==> config.mk <==
export PLATFORM = sky130hd
export DESIGN_NAME = ahfp_norm48_flat
export DESIGN_NICKNAME = d
export VERILOG_FILES = /design/src/rtl/ahfp_norm48_if.sv /design/src/rtl/ahfp_norm48.sv /design/src/flat_wrapper.sv
export SDC_FILE = /design/constraint.sdc
export NUM_CORES = 1
export LEC_CHECK = 0
export BUFFER_PORTS_ARGS = -buffer_cell sky130_fd_sc_hd__buf_2
export CAP_MARGIN = 20
export CORE_ASPECT_RATIO = 2
export CORE_MARGIN = 2
export CORE_UTILIZATION = 40
export CTS_CLUSTER_SIZE = 10
export DETAILED_ROUTE_END_ITERATION = 8
export HOLD_SLACK_MARGIN = 0.08
export REMOVE_ABC_BUFFERS = 1
export SYNTH_ARGS = -nofsm -noshare
export SYNTH_HDL_FRONTEND = slang
export SYNTH_SLANG_ARGS = --single-unit
==> constraint.sdc <==
create_clock -name clk -period 3.5 [get_ports clk]
set_input_delay 0.525 -clock clk [delete_from_list [all_inputs] [get_ports clk]]
set_output_delay 0.525 -clock clk [all_outputs]
set_load 0.005 [all_outputs]
==> src/rtl/ahfp_norm48_if.sv <==
// Handshake/data bundle for the AHFP 48-bit normalise/round/pack stage.
// slave = the normaliser, master = its upstream producer and downstream consumer.
interface ahfp_norm48_if #(
  parameter int EXP_W = 10
);
  logic             in_valid;
  logic             in_ready;
  logic [47:0]      mant_in;
  logic [5:0]       lz_in;
  logic             lz_valid;
  logic [EXP_W-1:0] exp_in;
  logic             sign_in;
  logic             out_valid;
  logic             out_ready;
  logic [31:0]      result;

  modport slave (
    input  in_valid, mant_in, lz_in, lz_valid, exp_in, sign_in, out_ready,
    output in_ready, out_valid, result
  );

  modport master (
    output in_valid, mant_in, lz_in, lz_valid, exp_in, sign_in, out_ready,
    input  in_ready, out_valid, result
  );
endinterface

==> src/rtl/ahfp_norm48.sv <==
// Two-stage normalise (shift) and round/pack to IEEE-754 single, valid/ready pipelined.
// Define AHFP_NORM_RNE_EN for round-nearest-even; otherwise the fraction is truncated.
module ahfp_norm48 #(
  parameter int EXP_W = 10
) (
  input  logic          clk,
  input  logic          reset,
  ahfp_norm48_if.slave  io
);
  localparam int EW1 = EXP_W + 1;
  localparam int EW2 = EXP_W + 2;
  localparam logic signed [EW2-1:0] EMAX = EW2'(255);

  logic                  r_s1_valid;
  logic [47:0]           r_s1_m;
  logic signed [EW1-1:0] r_s1_e;
  logic                  r_s1_sign;
  logic                  r_s1_zero;
  logic                  r_s2_valid;
  logic [31:0]           r_result;

  logic                  w_s2_adv;
  logic                  w_in_ready;
  logic [47:0]           w_s1_m;
  logic signed [EW1-1:0] w_s1_e;
  logic                  w_s1_zero;
  logic [22:0]           w_frac;
  logic                  w_inc;
  logic                  w_carry;
  logic [22:0]           w_frac_r;
  logic signed [EW2-1:0] w_e2;
  logic [31:0]           w_pack;
  logic                  w_unused;

  assign w_s2_adv   = !r_s2_valid || io.out_ready;
  assign w_in_ready = !r_s1_valid || w_s2_adv;

  assign io.in_ready  = w_in_ready;
  assign io.out_valid = r_s2_valid;
  assign io.result    = r_result;

  // Stage 1: bring the leading one to bit 47; exponent tracks the shift.
  assign w_s1_m    = io.mant_in << io.lz_in;
  assign w_s1_e    = $signed({io.exp_in[EXP_W-1], io.exp_in}) + EW1'(1)
                   - $signed({{(EXP_W-5){1'b0}}, io.lz_in});
  assign w_s1_zero = !io.lz_valid || (io.lz_in > 6'd47);

  always_ff @(posedge clk) begin
    if (reset) begin
      r_s1_valid <= 1'b0;
      r_s1_m     <= '0;
      r_s1_e     <= '0;
      r_s1_sign  <= 1'b0;
      r_s1_zero  <= 1'b0;
    end else if (w_in_ready) begin
      r_s1_valid <= io.in_valid;
      if (io.in_valid) begin
        r_s1_m    <= w_s1_m;
        r_s1_e    <= w_s1_e;
        r_s1_sign <= io.sign_in;
        r_s1_zero <= w_s1_zero;
      end
    end
  end

  // Stage 2: round, then classify; bit 47 is the implicit one.
  assign w_frac = r_s1_m[46:24];
`ifdef AHFP_NORM_RNE_EN
  assign w_inc    = r_s1_m[23] && ((|r_s1_m[22:0]) || r_s1_m[24]);
  assign w_unused = r_s1_m[47];
`else
  assign w_inc    = 1'b0;
  assign w_unused = &{r_s1_m[47], r_s1_m[23:0]};
`endif
  assign w_carry  = (&w_frac) && w_inc;
  assign w_frac_r = w_frac + 23'(w_inc);
  assign w_e2     = $signed({r_s1_e[EW1-1], r_s1_e}) + $signed({{(EW2-1){1'b0}}, w_carry});

  always_comb begin
    w_pack = {r_s1_sign, w_e2[7:0], w_frac_r};
    if (r_s1_zero)            w_pack = {r_s1_sign, 31'h0};
    else if (w_e2 <= EW2'(0)) w_pack = {r_s1_sign, 31'h0};
    else if (w_e2 >= EMAX)    w_pack = {r_s1_sign, 8'hFF, 23'h0};
  end

  always_ff @(posedge clk) begin
    if (reset) begin
      r_s2_valid <= 1'b0;
      r_result   <= 32'h0;
    end else if (w_s2_adv) begin
      r_s2_valid <= r_s1_valid;
      if (r_s1_valid) r_result <= w_pack;
    end
  end
endmodule

==> src/flat_wrapper.sv <==
// flat-port wrapper written by rule: the top's interface ports become plain ports
module ahfp_norm48_flat 
#(
  parameter int EXP_W = 10
)
  (clk, reset, io_in_valid, io_mant_in, io_lz_in, io_lz_valid, io_exp_in, io_sign_in, io_out_ready, io_in_ready, io_out_valid, io_result);
  ahfp_norm48_if #(.EXP_W(EXP_W)) io_i ();
  input  logic clk;
  input  logic reset;
  input wire logic [$bits(io_i.in_valid)-1:0] io_in_valid;
  input wire logic [$bits(io_i.mant_in)-1:0] io_mant_in;
  input wire logic [$bits(io_i.lz_in)-1:0] io_lz_in;
  input wire logic [$bits(io_i.lz_valid)-1:0] io_lz_valid;
  input wire logic [$bits(io_i.exp_in)-1:0] io_exp_in;
  input wire logic [$bits(io_i.sign_in)-1:0] io_sign_in;
  input wire logic [$bits(io_i.out_ready)-1:0] io_out_ready;
  output wire logic [$bits(io_i.in_ready)-1:0] io_in_ready;
  output wire logic [$bits(io_i.out_valid)-1:0] io_out_valid;
  output wire logic [$bits(io_i.result)-1:0] io_result;
  assign io_i.in_valid = io_in_valid;
  assign io_i.mant_in = io_mant_in;
  assign io_i.lz_in = io_lz_in;
  assign io_i.lz_valid = io_lz_valid;
  assign io_i.exp_in = io_exp_in;
  assign io_i.sign_in = io_sign_in;
  assign io_i.out_ready = io_out_ready;
  assign io_in_ready = io_i.in_ready;
  assign io_out_valid = io_i.out_valid;
  assign io_result = io_i.result;
  ahfp_norm48 #(.EXP_W(EXP_W)) u_core (.clk(clk), .reset(reset), .io(io_i));
endmodule
# Yosys cells after proc, flatten, opt, wreduce, memory -nomap -nowiden
# Cells that the tools add are included.
dict set report classes {
  n_shift 1
  n_reduce_logical 8
  n_addsub 2
  magnitude_cmp 3
  mux 3
}
# op count
set op_table {}
lappend op_table {{$mux 31} 3}
lappend op_table {{$shl 48x6->47} 1}
lappend op_table {{$add 10x2->11 const B} 1}
lappend op_table {{$ge 11x9->1 const B} 1}
lappend op_table {{$le 11x1->1 const B} 1}
lappend op_table {{$sub 11x7->11} 1}
lappend op_table {{$gt 6x6->1 const B} 1}
lappend op_table {{$reduce_and 2->1} 2}
lappend op_table {{$logic_not 1->1} 3}
lappend op_table {{$logic_or 1x1->1} 3}
dict set report totals {
  input_bits 70
  register_bits 94
  output_inout_bits 34
  elab_cells 24
}

# Longest topological paths before layout
# Gate-level depths: netlist of run 1.
dict set report depth {
  depth_word 4
  mapped_depth 12
  depth_no_buf 11
}

# Least setup slack after synthesis of run 1
# Ideal clock, no wire load.
dict set report synth_path {
  kind {input to register}
  startpoint {in io_lz_in[3]}
  endpoint {reg u_core.r_s1_e[10]}
  stages 11
  t_required_ns 3.405
  setup_time_ns 0.095
  path_buffers 3
  t_arrival_ns 3.227
  slack_ns 0.178
  path_cell_list {clkbuf_1 -> inv_2 -> clkbuf_1 -> clkbuf_1 -> ha_1 -> ha_1 -> o21ai_0 -> o21bai_1 -> a2111oi_0 -> o31ai_1 -> a221oi_1}
}
dict set report synth_via {
  elab_chain_cells 1
}
# element line_no
set synth_rtl {}
lappend synth_rtl {{start, declared} flat_wrapper.sv:12} ;# input wire logic [$bits(io_i.lz_in)-1:0] io_lz_in;
lappend synth_rtl {{$sub 11x7->11} ahfp_norm48.sv:45} ;# - $signed({{(EXP_W-5){1'b0}}, io.lz_in});
lappend synth_rtl {{end signal, assigned} ahfp_norm48.sv:59} ;# r_s1_e <= w_s1_e;
lappend synth_rtl {{end, declared} ahfp_norm48.sv:16} ;# logic signed [EW1-1:0] r_s1_e;
# No other way between the ends.
# A chain may end at the register's enable or synchronous reset.

# Worst setup path after layout of run 1
dict set report layout_path {
  startpoint {in io_lz_in[2]}
  endpoint {reg u_core.r_s1_e[10]}
}
# Same word-level chain as after synthesis.

==> impl_metrics.env, run 1 <==
export IMPL_synthCells=617
export IMPL_rrSetupSlack_ps=1430
export IMPL_ys_async_sr_fraction_pct=0
export IMPL_cts_root_buf="clkbuf_16"
export IMPL_ir_drop_v=0.0002193
export IMPL_synth_ff_type="dfxtp_1"
export IMPL_reg2reg_depth=5
export IMPL_drtAntennaViolNets=0
export IMPL_synth_common_cells="nand2_1, dfxtp_1, nor2_1"
export IMPL_crit_top_cell="ha_1"
export IMPL_coreArea_um2=13440
export IMPL_power_density_nw_per_um2=391.2
export IMPL_yosysTopAreaCellShare_pct=25.57
export IMPL_place_congestion=0.8888
export IMPL_worst_path_max_fanout=3
export IMPL_yosysTopAreaCell="dfxtp_1"
export IMPL_highest_layer="met4"
export IMPL_status="finished, final reports clean"
export IMPL_power_mw=2.526
export IMPL_wl_met1_um=6457
export IMPL_drive_gt1_share_pct=28.45
export IMPL_fill_cells=1322
export IMPL_drv_slew=0
export IMPL_clkTransAtPathRegs_ps=50
export IMPL_wirelength_um=19050
export IMPL_fin_util_pct=48.04
export IMPL_place_hpwl_um=15370
export IMPL_grt_pass1_vias=5405
export IMPL_met3WireLength_um=796
export IMPL_crit_chain="buf_2, clkinv_1, ha_1, ha_1, a211oi_1, o21bai_1, a2111oi_0, o31ai_1, a221oi_1"
export IMPL_fmax_mhz=361.6
export IMPL_worstSetupPathType="input pin to flip-flop"
export IMPL_yosysSeqAreaShare_pct=25.57
export IMPL_ff_latch_area_um2=1401
export IMPL_end_kind="flip-flop"
export IMPL_cts_setup_buffers=0
export IMPL_cp_endpoint="u_core.r_s1_e[10]$_SDFFE_PP0P_"
export IMPL_grt_pass1_wl_um=29910
export IMPL_hold_class="input pin to flip-flop"
export IMPL_die_x_um=86.77
export IMPL_area_delta_synth_final_pct=17.81
export IMPL_drtPass1Iterations=5
export IMPL_vias=5378
export IMPL_drt_iter0_markers=390
export IMPL_synth_cell_types=55
export IMPL_setup_viol=0
export IMPL_die_area_um2=14710
export IMPL_grt_total_usage_pct=26.61
export IMPL_worst_setup_path_start_kind="input pin"
export IMPL_synth_edf_count=0
export IMPL_min_path_cells=2
export IMPL_cts_hold_fix_buffers=0
export IMPL_grt_max_degree=64
export IMPL_synth_area_per_cell_um2=8.882
export IMPL_drc=0
export IMPL_nNetsFinal=784
export IMPL_syn_area_um2=5480
export IMPL_synth_most_common_cell="nand2_1"
export IMPL_period_share_pct=79.01
export IMPL_critPathMaxStageDelay_ps=690
export IMPL_multi_input_area_um2=3804
export IMPL_synth_seq_cells=70
export IMPL_stdcell_count=858
export IMPL_netlist_top_cells_area="dfxtp_1, mux4_2, mux2i_1"
export IMPL_antenna_found_initial=0
export IMPL_routedWlPerCell_um=22.20
export IMPL_cts_tree="built"
export IMPL_worstMarginPinSlew_ps=778.1
export IMPL_clock_sinks=70
export IMPL_cts_buffers_inserted=9
export IMPL_grt_overflow_total=0
export IMPL_r2r_start="u_core.r_s1_valid$_SDFFE_PP0N_"
export IMPL_yosys_warnings=0
export IMPL_start_util_pct=40.78
export IMPL_cap_violations=0
export IMPL_cpMaxStageDelayCell="a2111oi_0"
export IMPL_cp_required_ps=3740
export IMPL_rsz0062_at_grt="false"
export IMPL_critPathLaunch="io_lz_in[2]"
export IMPL_diodes=0
export IMPL_cp_arrival_ps=3000
export IMPL_rows=60
export IMPL_placed_area_um2=6133
export IMPL_slew_headroom_pct=47.58
export IMPL_clk_path_buf_depth=2
export IMPL_power_leakage_nw=2.643
export IMPL_cts_htree_levels=3
export IMPL_finClkSkew_ps=7.966
export IMPL_hold_violations=0
export IMPL_cts_resized=0
export IMPL_viasPerCell=6.268
export IMPL_final_min_clock_period_ps=2765
export IMPL_die_h_um=169.5
export IMPL_io_buffers=102
export IMPL_design_area_um2=6456
export IMPL_ios=104
export IMPL_clock_latency_ps=330
export IMPL_r2r_end="u_core.r_s1_m[39]$_SDFFE_PP0P_"
export IMPL_dp_cells=842
export IMPL_wl_met2_um=10350
## flip-flops by register name (all words and copies together) (netlist names)
signal and count:
u_core.io.out_valid 1, u_core.r_s1_e 11, u_core.r_s1_valid 1, u_core.r_s1_sign 1
u_core.io.result 32, u_core.r_s1_m 23, u_core.r_s1_zero 1
## report_power, final
| group | internal (mW) | total [mW] | switching, mW |
|---|---|---|---|
| logic | 0.285 | 0.678 | 0.394 |
| registers | 0.839 | 0.867 | 0.0281 |
| clock network | 0.626 | 0.980 | 0.355 |
## cells in the final DEF (no fill, tap or decap), types with 9 or more instances in the layout
cell / synthesis / final
a21oi_1: 29 / 29
a22oi_1: 38 / 38
buf_2: 12 / 102
buf_4: 0 / 14
clkbuf_16: 0 / 9
dfxtp_1: 70 / 70
ha_1: 15 / 15
inv_1: 17 / 17
mux2_2: 13 / 13
mux2i_1: 30 / 30
mux4_2: 46 / 46
nand2_1: 75 / 75
nand3_1: 21 / 21
nor2_1: 51 / 51
nor3_1: 10 / 10
o211ai_1: 17 / 17
o21ai_0: 26 / 26
## worst min-delay path by stage
| stage | slack [ps] | to | startpoint |
|---|---|---|---|
| finish | 390 | u_core.r_s1_zero$_SDFFE_PP0P_ | io_lz_valid |
| global placement | 440 | u_core.io.result[30]$_SDFFE_PP0P_ | u_core.io.result[30]$_SDFFE_PP0P_ |
| floorplan | 430 | u_core.r_s1_m[30]$_SDFFE_PP0P_ | u_core.r_s1_m[30]$_SDFFE_PP0P_ |
| global route | 420 | u_core.r_s1_zero$_SDFFE_PP0P_ | io_lz_valid |
| detailed placement | 450 | u_core.io.result[29]$_SDFFE_PP0P_ | u_core.io.result[29]$_SDFFE_PP0P_ |
| CTS | 380 | u_core.r_s1_zero$_SDFFE_PP0P_ | io_lz_valid |
## logic make-up after synthesis
group	share of synthesized area, %
mux	27.05
simple gates	16.80
compound gates	21.48
fa+ha+maj	3.790
buf+inv	5.137
xor+xnor	0.1598
flops	25.57
## stage by stage
stage / hold WS [ps] / setup TNS, ps / setup WS, ps
2_1_floorplan: 427.4 / -16140 / -733.5
3_3_place_gp: 437.3 / 0 / 499.1
3_5_place_dp: 446.4 / 0 / 459.4
4_1_cts: 381.5 / 0 / 779.7
5_1_grt: 417.3 / 0 / 563.7
6_report: 391.1 / 0 / 734.7
## critical path, delay by kind of cell
family	cells	cell delay [ps]
compound gates	5	1580
fa+ha+maj	2	640
buf+inv	2	260
## metal layers
metal | vias to the layer above | track usage [%]
met4 | 0 | 20.24
met2 | 188 | 48.70
met1 | 2589 | 25.98
li1 | 2537 | -
met5 | - | 0
met3 | 64 | 3.599
## area by class of cell
type                            count  area share (%)
Clock buffer                        9           3.488
Clock inverter                      7           1.512
Inverter                           21           1.221
Multi-Input combinational cell    478           58.91
Sequential cell                    70           21.71
Tap cell                          155           3.004
Timing Repair Buffer              118           10.16
No activity file was read; power rests on OpenSTA's default activity.
==> run 2, diff against run 1 <==
==> constraint.sdc (replaced) <==
create_clock -name clk -period 2.35 [get_ports clk]
set_input_delay 0.3525 -clock clk [delete_from_list [all_inputs] [get_ports clk]]
set_output_delay 0.3525 -clock clk [all_outputs]
set_load 0.005 [all_outputs]
==> run 2 against run 1 <==
Compared with the run above:
- cell count up 5.7%
- flip-flop and latch count unchanged
- hold slack got worse by 150 ps
- die area unchanged
- worst setup slack worse by 620 ps
- sequential share of layout area decreased by 1.3 points
- utilization up 3.1 points
- first-iteration DRC count shrank 6.2%
- non-clock buffer count grew 49
- design area rose by 6.4%
- register-to-register slack worse by 920 ps
- global-route usage increased by 0.88 points
==> impl_metrics.env, run 2 (synthesized netlist as in run 1, its figures left out) <==
export IMPL_cts_buffers_inserted=9
export IMPL_worstMarginPinSlew_ps=458.6
export IMPL_cts_hold_fix_buffers=0
export IMPL_reg2reg_depth=6
export IMPL_fmax_mhz=447.4
export IMPL_slew_headroom_pct=68.55
export IMPL_fin_setup_tns_ps=0
export IMPL_grt_pass1_wl_um=30640
export IMPL_drive_gt1_share_pct=33.64
export IMPL_drtAntennaViolNets=0
export IMPL_cp_required_ps=2580
export IMPL_coreArea_um2=13440
export IMPL_largest_register_ff_count=32
export IMPL_cts_root_buf="clkbuf_16"
export IMPL_diodes=0
export IMPL_place_hpwl_um=16420
export IMPL_place_congestion=0.9099
export IMPL_final_common_cell="buf_2"
export IMPL_drc=0
export IMPL_grt_total_usage_pct=27.49
export IMPL_whs_endpoint="u_core.r_s1_zero$_SDFFE_PP0P_"
export IMPL_finClkSkew_ps=6.604
export IMPL_ios=104
export IMPL_cap_violations=0
export IMPL_power_leakage_nw=2.901
export IMPL_r2r_end="u_core.r_s1_m[46]$_SDFFE_PP0P_"
export IMPL_min_from="io_lz_valid"
export IMPL_nNetsFinal=833
export IMPL_die_x_um=86.77
export IMPL_cp_arrival_ps=2470
export IMPL_cts_setup_buffers=0
export IMPL_p_clk_share_pct=38.1
export IMPL_grt_pass1_vias=5666
export IMPL_cts_htree_levels=3
export IMPL_swShare_pct=29.79
export IMPL_worst_setup_path_start_kind="input pin"
export IMPL_power_density_nw_per_um2=569.5
export IMPL_clk_path_buf_depth=2
export IMPL_viasPerCell=6.243
export IMPL_setup_viol=0
export IMPL_rsz0062_at_grt="false"
export IMPL_grt_max_degree=44
export IMPL_fill_cells=1319
export IMPL_end_kind="flip-flop"
export IMPL_clkTransAtPathRegs_ps=60
export IMPL_wirelength_um=20140
export IMPL_placed_area_um2=6501
export IMPL_rrSetupSlack_ps=510
export IMPL_min_path_cells=2
export IMPL_drv_slew=0
export IMPL_hold_class="input pin to flip-flop"
export IMPL_p_switching_mw=1.165
export IMPL_final_min_clock_period_ps=2235
export IMPL_clock_latency_ps=330
export IMPL_drt_iter0_markers=366
export IMPL_area_delta_synth_final_pct=25.30
export IMPL_r2r_start="u_core.r_s1_valid$_SDFFE_PP0N_"
export IMPL_grt_overflow_total=0
export IMPL_worst_path_max_fanout=3
export IMPL_combinationalPowerShare_pct=28.9
export IMPL_hold_violations=0
export IMPL_antenna_found_initial=0
export IMPL_routedWlPerCell_um=22.20
export IMPL_start_util_pct=40.78
export IMPL_design_area_um2=6867
export IMPL_vias=5662
export IMPL_seq_power_share_pct=33.0
export IMPL_clock_sinks=70
export IMPL_io_buffers=102
export IMPL_layout_common_cells="buf_2, nand2_1, dfxtp_1"
export IMPL_intPower_mw=2.746
export IMPL_power_mw=3.911
export IMPL_period_share_pct=95.10
export IMPL_rows=60
export IMPL_ir_drop_v=0.0003706
export IMPL_status="finished, final reports clean"
export IMPL_die_h_um=169.5
export IMPL_drtPass1Iterations=6
export IMPL_die_area_um2=14710
export IMPL_cts_tree="built"
export IMPL_worstSetupPathType="input pin to flip-flop"
## run 2: cell types whose count changed in the layout (fill, tap and decap cells not counted), sizes merged
cell	change
inv	-1
clkbuf	+2
clkinvlp	-1
buf	+49
## run 2: worst max path at each step
| stage | start | slack [ps] | endpoint |
|---|---|---|---|
| after floorplan | io_out_ready | -1710 | u_core.io.result[0]$_SDFFE_PP0P_ |
| after global placement | io_lz_in[2] | -320 | u_core.r_s1_e[10]$_SDFFE_PP0P_ |
| after detailed placement | io_lz_in[2] | -440 | u_core.r_s1_e[10]$_SDFFE_PP0P_ |
| after CTS | io_lz_in[2] | 6 | u_core.r_s1_e[10]$_SDFFE_PP0P_ |
| after global routing | io_lz_in[3] | 30 | u_core.r_s1_e[10]$_SDFFE_PP0P_ |
| final | io_lz_in[2] | 120 | u_core.r_s1_e[10]$_SDFFE_PP0P_ |
## run 2: timing repair
| action | in CTS | in global routing |
|---|---|---|
| pin swaps | 0 | 3 |
| gates resized for setup | 2 | 4 |
| setup endpoints to repair | 1 | 2 |
## run 2: metal layers
metal  vias to the layer above  part of all wire [%]  track usage, %
met5                         -                     0               0
met4                         0                   8.0           19.63
met3                        84                   4.0           2.432
met2                       243                    56           53.01
met1                      2697                    32           25.76
li1                       2638                     -               -
## run 2: final cells by class
type	count	area, um2	share of cell area [%]
Tap cell	155	193.9	2.824
Timing Repair Buffer	167	1027	14.96
Sequential cell	70	1401	20.41
Clock buffer	11	252.7	3.681
Multi-Input combinational cell	478	3831	55.79
Inverter	21	78.83	1.148
Clock inverter	5	81.33	1.184
## run 2: power groups by stage
stage / registers (mW) / clock network [mW] / logic [mW]
6_report: 1.29 / 1.49 / 1.13
5_1_grt: 1.30 / 1.56 / 1.22
4_1_cts: 1.29 / 1.51 / 1.11
3_5_place_dp: 1.32 / 0 / 1.10
3_3_place_gp: 1.32 / 0 / 1.08
2_1_floorplan: 1.30 / 0 / 0.578
## run 2: stage by stage
stage	worst slack (ps)	instances	hold WS [ps]	utilization, %
floorplan	-1711	569	421.6	-
global placement	-324.4	891	435.1	48.38
detailed placement	-444.1	891	442.4	48.38
CTS	5.664	907	218.1	50.91
global route	27.92	907	219.7	51.10
finish	115.1	907	242.7	51.10
## run 2: critical path: stages
cell and delay, ps:
buf_2 110, clkinv_1 160, ha_4 260, ha_1 330, a211oi_2 290, o21bai_2 120
a2111oi_2 320, buf_4 180, o31ai_1 60, a221oi_1 270
==> run 3, diff against run 2 <==
--- a/config.mk
+++ b/config.mk
@@ -9,10 +9,11 @@
 export CAP_MARGIN = 20
 export CORE_ASPECT_RATIO = 2
 export CORE_MARGIN = 2
-export CORE_UTILIZATION = 40
+export CORE_UTILIZATION = 51
 export CTS_CLUSTER_SIZE = 10
 export DETAILED_ROUTE_END_ITERATION = 8
 export HOLD_SLACK_MARGIN = 0.08
+export PLACE_DENSITY = 0.77
 export REMOVE_ABC_BUFFERS = 1
 export SYNTH_ARGS = -nofsm -noshare
 export SYNTH_HDL_FRONTEND = slang
==> run 3 against run 2 <==
Compared with the run above:
- design area about the same
- clock skew about the same
- worst setup slack worse by 43 ps
- critical endpoint unchanged
- largest power group unchanged
- sequential power about the same
- highest routed layer unchanged
==> impl_metrics.env, run 3 (synthesized netlist as in run 1, its figures left out) <==
export IMPL_reg2reg_depth=6
export IMPL_worstMarginPinSlew_ps=523.9
export IMPL_p_clk_share_pct=39.3
export IMPL_fmax_mhz=439.1
export IMPL_power_leakage_nw=2.924
export IMPL_wl_met2_um=11320
export IMPL_worst_path_max_fanout=3
export IMPL_setup_viol=0
export IMPL_ff_latch_area_um2=1401
export IMPL_seq_power_share_pct=32.4
export IMPL_wirelength_um=20290
export IMPL_worst_setup_path_start_kind="input pin"
export IMPL_cts_htree_levels=3
export IMPL_drc=0
export IMPL_io_buffers=102
export IMPL_r2r_start="u_core.r_s1_e[8]$_SDFFE_PP0P_"
export IMPL_clock_latency_ps=340
export IMPL_drt_iter0_markers=478
export IMPL_routedWlPerCell_um=22.69
export IMPL_p_switching_mw=1.206
export IMPL_drtAntennaViolNets=0
export IMPL_finClkSkew_ps=6.405
export IMPL_min_from="io_lz_valid"
export IMPL_combinationalPowerShare_pct=28.3
export IMPL_fill_cells=917
export IMPL_cts_setup_buffers=0
export IMPL_vias=5832
export IMPL_preCtsSetupSlack_ps=-309.9
export IMPL_power_density_nw_per_um2=583.9
export IMPL_rsz0062_at_grt="true"
export IMPL_intPower_mw=2.800
export IMPL_place_congestion=0.9714
export IMPL_place_hpwl_um=16140
export IMPL_grt_pass1_wl_um=31200
export IMPL_slew_headroom_pct=64.71
export IMPL_ir_drop_v=0.0004872
export IMPL_layout_common_cells="buf_2, nand2_1, dfxtp_1"
export IMPL_clkTransAtPathRegs_ps=60
export IMPL_hold_class="input pin to flip-flop"
export IMPL_largest_register_ff_count=32
export IMPL_rows=53
export IMPL_met3WireLength_um=890
export IMPL_grt_pass1_vias=5908
export IMPL_stdcell_count=894
export IMPL_clock_sinks=70
export IMPL_rrSetupSlack_ps=400
export IMPL_die_h_um=150.6
export IMPL_die_x_um=77.30
export IMPL_drv_slew=0
export IMPL_period_share_pct=96.92
export IMPL_whs_endpoint="u_core.r_s1_zero$_SDFFE_PP0P_"
export IMPL_cp_required_ps=2590
export IMPL_status="finished, final reports clean"
export IMPL_multi_input_area_um2=3810
export IMPL_dp_cells=878
export IMPL_critPathLaunch="io_lz_in[2]"
export IMPL_hold_violations=0
export IMPL_start_util_pct=52.30
export IMPL_coreArea_um2=10480
export IMPL_swShare_pct=30.10
export IMPL_final_common_cell="buf_2"
export IMPL_drive_gt1_share_pct=33.69
export IMPL_min_path_cells=2
export IMPL_cts_buffers_inserted=9
export IMPL_ios=104
export IMPL_r2r_end="u_core.io.result[18]$_SDFFE_PP0P_"
export IMPL_cp_arrival_ps=2520
export IMPL_area_delta_synth_final_pct=25.18
export IMPL_end_kind="flip-flop"
export IMPL_die_area_um2=11640
export IMPL_highest_layer="met4"
export IMPL_timing_final_ws_setup_ps=72.40
export IMPL_grt_total_usage_pct=35.40
export IMPL_cap_violations=0
export IMPL_cts_root_buf="clkbuf_16"
export IMPL_viasPerCell=6.523
export IMPL_antenna_found_initial=0
export IMPL_wl_met1_um=6382
export IMPL_diodes=0
export IMPL_nNetsFinal=838
export IMPL_cts_tree="built"
export IMPL_drtPass1Iterations=8
export IMPL_grt_overflow_total=0
export IMPL_clk_path_buf_depth=2
export IMPL_worstSetupPathType="input pin to flip-flop"
export IMPL_grt_max_degree=44
export IMPL_final_min_clock_period_ps=2278
[run 3: cell types whose count changed in the layout (fill, tap and decap cells not counted), sizes merged]
cell and change:
buf +5, bufinv +1, clkbuf -2, clkinv +1
clkinvlp -1, inv +1
[run 3: worst max path at each step]
stage / endpoint / cells past startpoint
CTS: u_core.r_s1_e[10]$_SDFFE_PP0P_ / 10
detailed placement: u_core.r_s1_e[10]$_SDFFE_PP0P_ / 10
floorplan: u_core.io.result[0]$_SDFFE_PP0P_ / 5
finish: u_core.r_s1_e[10]$_SDFFE_PP0P_ / 10
global route: u_core.r_s1_e[10]$_SDFFE_PP0P_ / 10
global placement: u_core.r_s1_e[10]$_SDFFE_PP0P_ / 10
[run 3: worst max-delay path, cell delays in order]
cell       delay, ps
buf_2            110
clkinv_1         100
ha_1             300
ha_1             340
a211oi_2         240
o21bai_1         160
a2111oi_1        410
buf_4            180
o31ai_1           60
a221oi_1         260
[run 3: cell type report]
cell class              instances  area share [%]
multi-input cells             478           55.54
repair buffers                172           15.34
inverters                      21           1.149
well taps                     137           2.499
flip-flops and latches         70           20.43
clock buffers                   9           3.283
clock inverters                 7           1.769
[run 3: per-layer routing]
layer / vias up / GRT usage, %
li1: 2650 / -
met1: 2809 / 32.86
met2: 288 / 68.09
met3: 85 / 3.957
met4: 0 / 27.95
met5: - / 0
[run 3: repair_timing]
action | CTS | global route
hold buffers | 0 | 0
endpoints found under the hold margin | 0 | 0
resized for setup | 0 | 3
setup endpoints to repair | 0 | 9
[run 3: power groups by stage]
stage / registers, mW / clock network (mW) / logic (mW)
4_1_cts: 1.29 / 1.57 / 1.11
5_1_grt: 1.30 / 1.63 / 1.21
2_1_floorplan: 1.30 / 0 / 0.578
3_3_place_gp: 1.32 / 0 / 1.08
3_5_place_dp: 1.32 / 0 / 1.10
6_report: 1.30 / 1.57 / 1.13
[run 3: metrics by stage]
stage               util [%]  power (mW)  cell area, um2  hold WS, ps  setup TNS, ps
finish                 65.48       4.006            6860        220.6              0
detailed placement     62.07       2.423            6504        439.7          -3919
global route           65.48       4.141            6860        226.0         -81.37
global placement       62.07       2.398            6504        436.0          -2898
CTS                    65.38       3.976            6850        216.2              0
floorplan                  -       1.882            5278        421.6         -38300
